==> config.mk <==
export PLATFORM = sky130hd
export DESIGN_NAME = median_bubble_sorter
export DESIGN_NICKNAME = d
export VERILOG_FILES = /design/src/rtl/median_bubble_sorter_pkg.sv /design/src/rtl/median_bubble_sorter_cmp_swap.sv /design/src/rtl/median_bubble_sorter.sv
export SDC_FILE = /design/constraint.sdc
export NUM_CORES = 1
export LEC_CHECK = 0
export ABC_AREA = 1
export CAP_MARGIN = 20
export CORE_MARGIN = 2
export CORE_UTILIZATION = 49
export DETAILED_ROUTE_END_ITERATION = 12
export GPL_TIMING_DRIVEN = 1
export HOLD_SLACK_MARGIN = 0.15
export PLACE_DENSITY = 0.74
export REMOVE_ABC_BUFFERS = 1
export SYNTH_ARGS = -nofsm -noshare
export SYNTH_HDL_FRONTEND = slang
export SYNTH_SLANG_ARGS = --single-unit
export TNS_END_PERCENT = 20
==> constraint.sdc <==
create_clock -name CLK -period 2.21 [get_ports CLK]
set_input_delay 0.442 -clock CLK [delete_from_list [all_inputs] [get_ports CLK]]
set_output_delay 0.442 -clock CLK [all_outputs]
set_load 0.005 [all_outputs]
==> src/rtl/median_bubble_sorter_pkg.sv <==
// Shared types and defaults for the median sort engine.
// Optional feature switch: MEDIAN_SORT_EARLY_EXIT_EN (see median_bubble_sorter.sv).
package median_bubble_sorter_pkg;

  typedef enum logic [1:0] {
    ST_IDLE = 2'd0,
    ST_SORT = 2'd1,
    ST_DONE = 2'd2
  } state_e;

  localparam int DEF_DATA_WIDTH  = 8;
  localparam int DEF_WINDOW_SIZE = 9;

endpackage

==> src/rtl/median_bubble_sorter_cmp_swap.sv <==
// Unsigned compare-exchange cell: lo/hi ordered, swapped flags a>b.
module median_cmp_swap #(
  parameter int DATA_WIDTH = 8
) (
  input  logic [DATA_WIDTH-1:0] a,
  input  logic [DATA_WIDTH-1:0] b,
  output logic [DATA_WIDTH-1:0] lo,
  output logic [DATA_WIDTH-1:0] hi,
  output logic                  swapped
);

  // Strict compare keeps equal values in place, so the sort is stable.
  assign swapped = (a > b);
  assign lo      = swapped ? b : a;
  assign hi      = swapped ? a : b;

endmodule

==> src/rtl/median_bubble_sorter.sv <==
// Odd-even transposition sorter emitting the median of a loaded window.
// Define MEDIAN_SORT_EARLY_EXIT_EN to end SORT after two swap-free phases.
module median_bubble_sorter
  import median_bubble_sorter_pkg::*;
#(
  parameter int DATA_WIDTH  = DEF_DATA_WIDTH,
  parameter int WINDOW_SIZE = DEF_WINDOW_SIZE
) (
  input  logic                  CLK,
  input  logic                  RST,
  input  logic                  load_en,
  input  logic [3:0]            load_idx,
  input  logic [DATA_WIDTH-1:0] load_data,
  input  logic                  start,
  output logic                  busy,
  output logic [DATA_WIDTH-1:0] median_out,
  output logic                  median_valid
);

  localparam int         NPAIR      = WINDOW_SIZE - 1;
  localparam int         MID        = WINDOW_SIZE / 2;
  localparam logic [4:0] WS5        = 5'(WINDOW_SIZE);
  localparam logic [3:0] LAST_PHASE = 4'(WINDOW_SIZE - 1);

  logic [WINDOW_SIZE-1:0][DATA_WIDTH-1:0] slot_q, slot_d;
  logic [NPAIR-1:0][DATA_WIDTH-1:0]       lo, hi;
  logic [NPAIR-1:0]                       sw;

  state_e                state_q;
  logic [3:0]            phase_q;
  logic                  busy_q;
  logic [DATA_WIDTH-1:0] med_q;
  logic                  vld_q;
  logic                  any_swap;
  logic                  sort_end;

  for (genvar g = 0; g < NPAIR; g++) begin : g_cmp
    median_cmp_swap #(.DATA_WIDTH(DATA_WIDTH)) u_cmp (
      .a      (slot_q[g]),
      .b      (slot_q[g+1]),
      .lo     (lo[g]),
      .hi     (hi[g]),
      .swapped(sw[g])
    );
  end

  // Slot next-state: loads only in IDLE, pair exchange only in SORT.
  always_comb begin
    slot_d   = slot_q;
    any_swap = 1'b0;
    if (state_q == ST_IDLE) begin
      if (load_en && ({1'b0, load_idx} < WS5))
        slot_d[load_idx] = load_data;
    end else if (state_q == ST_SORT) begin
      for (int i = 0; i < NPAIR; i++) begin
        if (i[0] == phase_q[0]) begin
          slot_d[i]   = lo[i];
          slot_d[i+1] = hi[i];
          any_swap    = any_swap | sw[i];
        end
      end
    end
  end

`ifdef MEDIAN_SORT_EARLY_EXIT_EN
  logic zero_q;

  // zero_q remembers that the previous phase made no exchange.
  always_ff @(posedge CLK) begin
    if (RST)                     zero_q <= 1'b0;
    else if (state_q == ST_SORT) zero_q <= ~any_swap;
    else                         zero_q <= 1'b0;
  end

  assign sort_end = (phase_q == LAST_PHASE) || (~any_swap && zero_q);
`else
  logic unused_any_swap;
  assign unused_any_swap = any_swap;
  assign sort_end        = (phase_q == LAST_PHASE);
`endif

  always_ff @(posedge CLK) begin
    if (RST) begin
      state_q <= ST_IDLE;
      phase_q <= '0;
      slot_q  <= '0;
      busy_q  <= 1'b0;
      med_q   <= '0;
      vld_q   <= 1'b0;
    end else begin
      slot_q <= slot_d;
      vld_q  <= 1'b0;
      case (state_q)
        ST_IDLE: begin
          if (start) begin
            state_q <= ST_SORT;
            phase_q <= '0;
            busy_q  <= 1'b1;
          end
        end
        ST_SORT: begin
          phase_q <= phase_q + 4'd1;
          if (sort_end) state_q <= ST_DONE;
        end
        ST_DONE: begin
          med_q   <= slot_q[MID];
          vld_q   <= 1'b1;
          busy_q  <= 1'b0;
          state_q <= ST_IDLE;
        end
        default: begin
          state_q <= ST_IDLE;
          busy_q  <= 1'b0;
        end
      endcase
    end
  end

  assign busy         = busy_q;
  assign median_out   = med_q;
  assign median_valid = vld_q;

endmodule

After elaboration in Yosys (flattened, before gate mapping)
Cells that the tools add are included.
{"block": "totals", "register_bits": 88, "inputBits": 16, "out_inout_bits": 10}
{"block": "classes", "addsub": 1, "order_cmp": 11, "n_eq_ne": 11, "muxes": 38, "n_bitwise": 1, "reduce_logical": 23}
{"cell": "72-bit two-way mux", "n": 3}
{"cell": "8-bit two-way mux", "n": 17}
{"cell": "16-bit two-way mux", "n": 8}
{"cell": "72-bit bitwise mux", "n": 1}
{"cell": "8-bit > comparator", "n": 8}
{"cell": "4-bit AND reduction", "n": 9}
{"cell": "8-bit demux with 4-bit select", "n": 1}
{"cell": "3-bit by 1-bit != test with 1-bit output (second input constant)", "n": 4}
{"cell": "3-bit nonzero test", "n": 4}
{"cell": "4-bit case mux with 2 select lines", "n": 1}
{"cell": "2-bit nonzero test", "n": 4}
{"cell": "2-bit AND reduction", "n": 3}
{"cell": "4-bit by 5-bit < comparator with 1-bit output (second input constant)", "n": 1}
{"cell": "4-bit by 1-bit adder with 4-bit output (second input constant)", "n": 1}
{"cell": "4-bit == test (second input constant)", "n": 1}
{"cell": "4-bit by 1-bit >= comparator with 1-bit output (second input constant)", "n": 1}
{"cell": "4-bit < comparator (second input constant)", "n": 1}
{"cell": "2-bit two-way mux", "n": 2}
{"cell": "4-bit two-way mux", "n": 1}
{"cell": "2-bit by 1-bit != test with 1-bit output (second input constant)", "n": 2}
{"cell": "2-bit != test (second input constant)", "n": 2}
{"cell": "2-bit case mux with 2 select lines", "n": 1}
{"cell": "2-bit by 1-bit == test with 1-bit output (second input constant)", "n": 1}
{"cell": "2-bit == test (second input constant)", "n": 1}
{"cell": "5 further kinds", "n": 7}

Depth between registers and ports, before layout
{"block": "depth", "word_depth": 12, "mapped_depth": 15, "depth_no_buf": 15}

Cells and area by module
A second synthesis with hierarchy kept.
{"block": "hier_totals", "cells_unflattened": 1587, "hier_area_um2": 9024.9}
{"module": "median_bubble_sorter", "instances": 1, "cells_per_inst": 883, "area_per_inst_um2": 5171.2}
{"module": "median_cmp_swap", "instances": 8, "cells_per_inst": 88, "area_per_inst_um2": 481.7}

Least setup slack after synthesis
No wires, ideal clock.
{"block": "synth_timing", "path_type": "reg-to-reg", "start": "register slot_q[15] in the netlist's numbering", "end": "register slot_q[2] in the netlist's numbering", "setup_time_ns": 0.115, "arrival_time_ns": 1.642, "setup_slack_ns": 0.453, "path_stages_with_launch": 13, "path_buffers": 1, "synth_period_minus_slack_ns": 1.757, "cell_sequence": "dfxtp_1 -> inv_1 -> ha_1 -> nand2_1 -> nor2_1 -> nand2_1 -> nand2_1 -> nand2_1 -> nand2_1 -> clkbuf_1 -> nand3_1 -> nand2_1 -> nor2_1"}
{"block": "synth_between", "elab_chain_cells": 3}
{"element": "from (decl)", "line_no": "median_bubble_sorter.sv:25", "source": "logic [WINDOW_SIZE-1:0][DATA_WIDTH-1:0] slot_q, slot_d;"}
{"element": "from (signal assigned)", "line_no": "median_bubble_sorter.sv:91", "source": "slot_q <= slot_d;"}
{"element": "8-bit > comparator", "line_no": "median_bubble_sorter_cmp_swap.sv:13", "source": "assign swapped = (a > b);"}
{"element": "2-bit nonzero test (no source line)"}
{"element": "4-bit AND reduction (no source line)"}
No other way between the ends.
A chain may end at the register's enable or synchronous reset.

Worst setup path in the final report
{"block": "layout_timing", "start": "register state_q[0]", "end": "register slot_q[58] in the netlist's numbering"}
{"block": "layout_between", "elab_chain_cells": 3, "elab_cells_between_ends": 8, "classes_between": "3 x eq/ne; 1 x mux; 4 x reduce/logical"}
{"element": "from (decl)", "line_no": "median_bubble_sorter.sv:29", "source": "state_e state_q;"}
{"element": "from (signal assigned)", "line_no": "median_bubble_sorter.sv:84", "source": "state_q <= ST_IDLE;"}
{"element": "from (signal assigned)", "line_no": "median_bubble_sorter.sv:96", "source": "state_q <= ST_SORT;"}
{"element": "from (signal assigned)", "line_no": "median_bubble_sorter.sv:103", "source": "if (sort_end) state_q <= ST_DONE;"}
{"element": "2-bit logical NOT / 2-bit by 1-bit == test with 1-bit output (equally long branches)", "line_no": "median_bubble_sorter.sv:51, median_bubble_sorter.sv:54"}
{"element": "3-bit by 1-bit != test with 1-bit output (no source line), or another cell as far along"}
{"element": "4-bit AND reduction (no source line)"}
Several ways; a longest one is shown, not always the timed one.

==> flow_summary.ini <==
[worst_setup_path]
crit_family = simple AND/OR/NAND/NOR gates
required_ns = 2.47
worstSetupPathType = reg -> reg
timing.rr.start = state_q[0]$_SDFFE_PP0P_
regToRegSetupSlack_ns = 0.17
critPathCaptureType = flop
path_buf_inv = 3
cpMostUsedCell = nand2_1
cp.arrival_ns = 2.29
startpoint_type = flop
max_stage_delay_ns = 0.51
cp_slowest_cell = dfxtp_1
ff2ff_path_depth = 9
cp_max_fo = 11
rr_endpoint = slot_q[58]$_SDFFE_PP0P_
path_cells = nor2_8, inv_6, nand2_2, inv_2, nand2_1, nand3_4, nand2_1, inv_1, nor2_1

[sta]
timing.final.crit_share_pct = 92.1
setup_ws_ns = 0.174
fin_skew_ns = 0.00877
final-setup-viol-count = 0
relSlewSlack_pct = 61.2
worstMarginPinSlew_ns = 0.581
max_freq_mhz = 491
drv_slew = 0
period_minus_slack_ns = 2.04
finalHoldViolCount = 0
rsz0062_at_grt = no

[global_route]
grt_usage_pct = 28.3
grt_pass1_vias = 6452
use_met1_pct = 38.0
grt_antenna_before_repair = 0
grt-ovfl-total = 0
grt_max_degree = 57
use_met3_pct = 5.86
grt_pass1_wl_um = 32900
grt_busiest_layer = met2
grt_use_met2_pct = 46.2

[routing]
vias = 7090
route.final.wire_length_um = 20300
post_drt_via_cell_ratio = 5.57
detail-route-antenna-nets = 0
drcViolationCount = 0
first_pass_iters = 6
dr.first_iter.drc_count = 970
wl_per_cell_um = 15.9

[logic_synthesis]
synth_compound_area_share_pct = 14.1
synth_top_area_cell = dfxtp_1
synthArstFlopShare_pct = 0
synth_top_family_by_area = simple AND/OR/NAND/NOR gates
yosys.area_share.adder_pct = 12.0
synth_seq_cells = 88
syn_area_mm2 = 0.00689
synth_edf_count = 0
yosysWarnings = 0
yosys-top-cells-area = dfxtp_1 (26%), nor2_1 (12%), ha_1 (12%)
yosysTopAreaCellShare_pct = 25.6
synth_ff_type = dfxtp_1
synth_cell_types = 35
synthSimpleGateAreaFrac_pct = 35.9
synth-xor-area-share_pct = 0
synth_common_cells = nor2_1 (224), nand2_1 (215), inv_1 (152)
synth_most_common_cell = nor2_1
yosysSeqAreaShare_pct = 25.6
synth_area_per_cell_um2 = 6.53
muxShareOfSynthArea_pct = 0
netlist_instances = 1054

[power_and_ir_drop]
p_leak_nw = 3.56
p_per_area_mw_per_mm2 = 759
vdd_ir_drop_max_mv = 0.610

[min_path]
min_from = busy$_SDFFE_PP0P_
hold_depth = 2
hold_path_end = busy$_SDFFE_PP0P_
hold_class = reg -> reg

[die]
ios = 26
dieArea_mm2 = 0.0150
core_area_mm2 = 0.0138
die_h_um = 123
initial_utilization_pct = 49.8
rows = 43
die_w_um = 123

[finish]
post-route-util_pct = 56.3
syn_to_final_growth_pct = 12.9
antenna_cells = 0
nets = 1170
drive_above_1_share_pct = 8.60
num-fill-cells = 1352

[clock_network]
clock_path_buffers = 2
cts_tree = done
clock-sinks = 88
numCtsBuffers = 9
clk_pin_slew_ns = 0.07
h-tree-depth = 3
cts_setup_buffers = 0
clk_latency_ns = 0.36
root_buffer = clkbuf_16

[placement]
port_buffers = 25
place_ws_ns = -0.0454
place.gp.congestion = 0.933
dp_hpwl_um = 14800

[status]
status = finished clean

[run]
drv_cap = 0
## worst register-to-register path: cells and delay by family, from the launching register on
family / cells / cell delay, ns
flip-flops: 1 / 0.51
buffers and inverters: 3 / 0.51
AND/OR/NAND/NOR: 6 / 0.92
## metal layers
layer / share of wire (%) / vias to the layer above
met5: 0 / -
met4: 2.3 / 0
met3: 9.8 / 52
met2: 45 / 337
met1: 43 / 3193
li1: - / 3508
## kinds of logic (layout without fill, tap and decap cells)
family,Yosys count,count (layout)
compound gates,150,150
simple gates,556,556
fa+ha+maj,66,66
flops,88,88
buf+inv,194,233
## layout by cell type, fill, tap and decap left out, types with 2 or more instances in the layout
cell type        instances
a21o_1                   5
a21oi_1                 48
a21oi_4                  5
a22oi_1                 17
buf_12                   7
buf_4                   28
bufinv_16                2
clkbuf_16                9
clkdlybuf4s50_1         25
clkinvlp_4               3
dfxtp_1                 88
ha_1                    66
inv_1                  151
inv_2                    4
inv_6                    2
nand2_1                214
nand2_2                  8
nand2_4                  5
nand3_1                 22
nand3_2                  3
nand3_4                  5
nand4_1                 64
nor2_1                 224
nor2_2                   4
nor2_4                   4
nor3_1                   2
o21a_1                   3
o21ai_0                 11
o21bai_1                 2
o22ai_1                 55
## final cells by class
cell class	instances	area (um^2)	share of cell area (%)
Sequential cell	88	1760	22.6
Multi-Input combinational cell	772	4270	54.9
Inverter	157	597	7.67
Timing Repair Buffer	60	601	7.72
Clock inverter	6	91.3	1.17
Clock buffer	10	229	2.94
Tap cell	180	225	2.90
## power breakdown
group / switching [mW] / leakage [nW] / internal (mW)
Combinational: 1.50 / 2.69 / 0.837
Sequential: 0.136 / 0.718 / 1.75
Clock: 0.693 / 0.145 / 0.995
## flip-flops by register name (all words and copies together) (netlist names)
name	cells
slot_q	72
median_out	8
phase_q	4
state_q	2
busy	1
median_valid	1
## per-stage QoR
step	power (mW)	area, um^2	instances	hold WS [ns]	TNS, ns
final	5.91	7780	1273	0.470	0
after global routing	6.32	7780	1273	0.511	0
after CTS	5.87	7770	1273	0.474	0
after floorplan	3.54	6630	1017	0.452	-0.0151
after detailed placement	4.19	7450	1257	0.461	-0.334
after global placement	4.16	7450	1257	0.459	-0.102
## timing repair
| action | CTS | global route |
|---|---|---|
| endpoints found under the setup margin | 0 | 17 |
| hold buffers | 0 | 0 |
| gates resized for setup | 0 | 3 |
## worst max-delay path by stage
stage | to | from | cells after the start
6_report | slot_q[58]$_SDFFE_PP0P_ | state_q[0]$_SDFFE_PP0P_ | 9
5_1_grt | slot_q[32]$_SDFFE_PP0P_ | slot_q[47]$_SDFFE_PP0P_ | 13
4_1_cts | slot_q[32]$_SDFFE_PP0P_ | slot_q[43]$_SDFFE_PP0P_ | 15
3_5_place_dp | slot_q[31]$_SDFFE_PP0P_ | load_idx[0] | 12
3_3_place_gp | slot_q[26]$_SDFFE_PP0P_ | load_idx[3] | 8
2_1_floorplan | slot_q[56]$_SDFFE_PP0P_ | state_q[0]$_SDFFE_PP0P_ | 9
(Power assumes the default switching activity.)
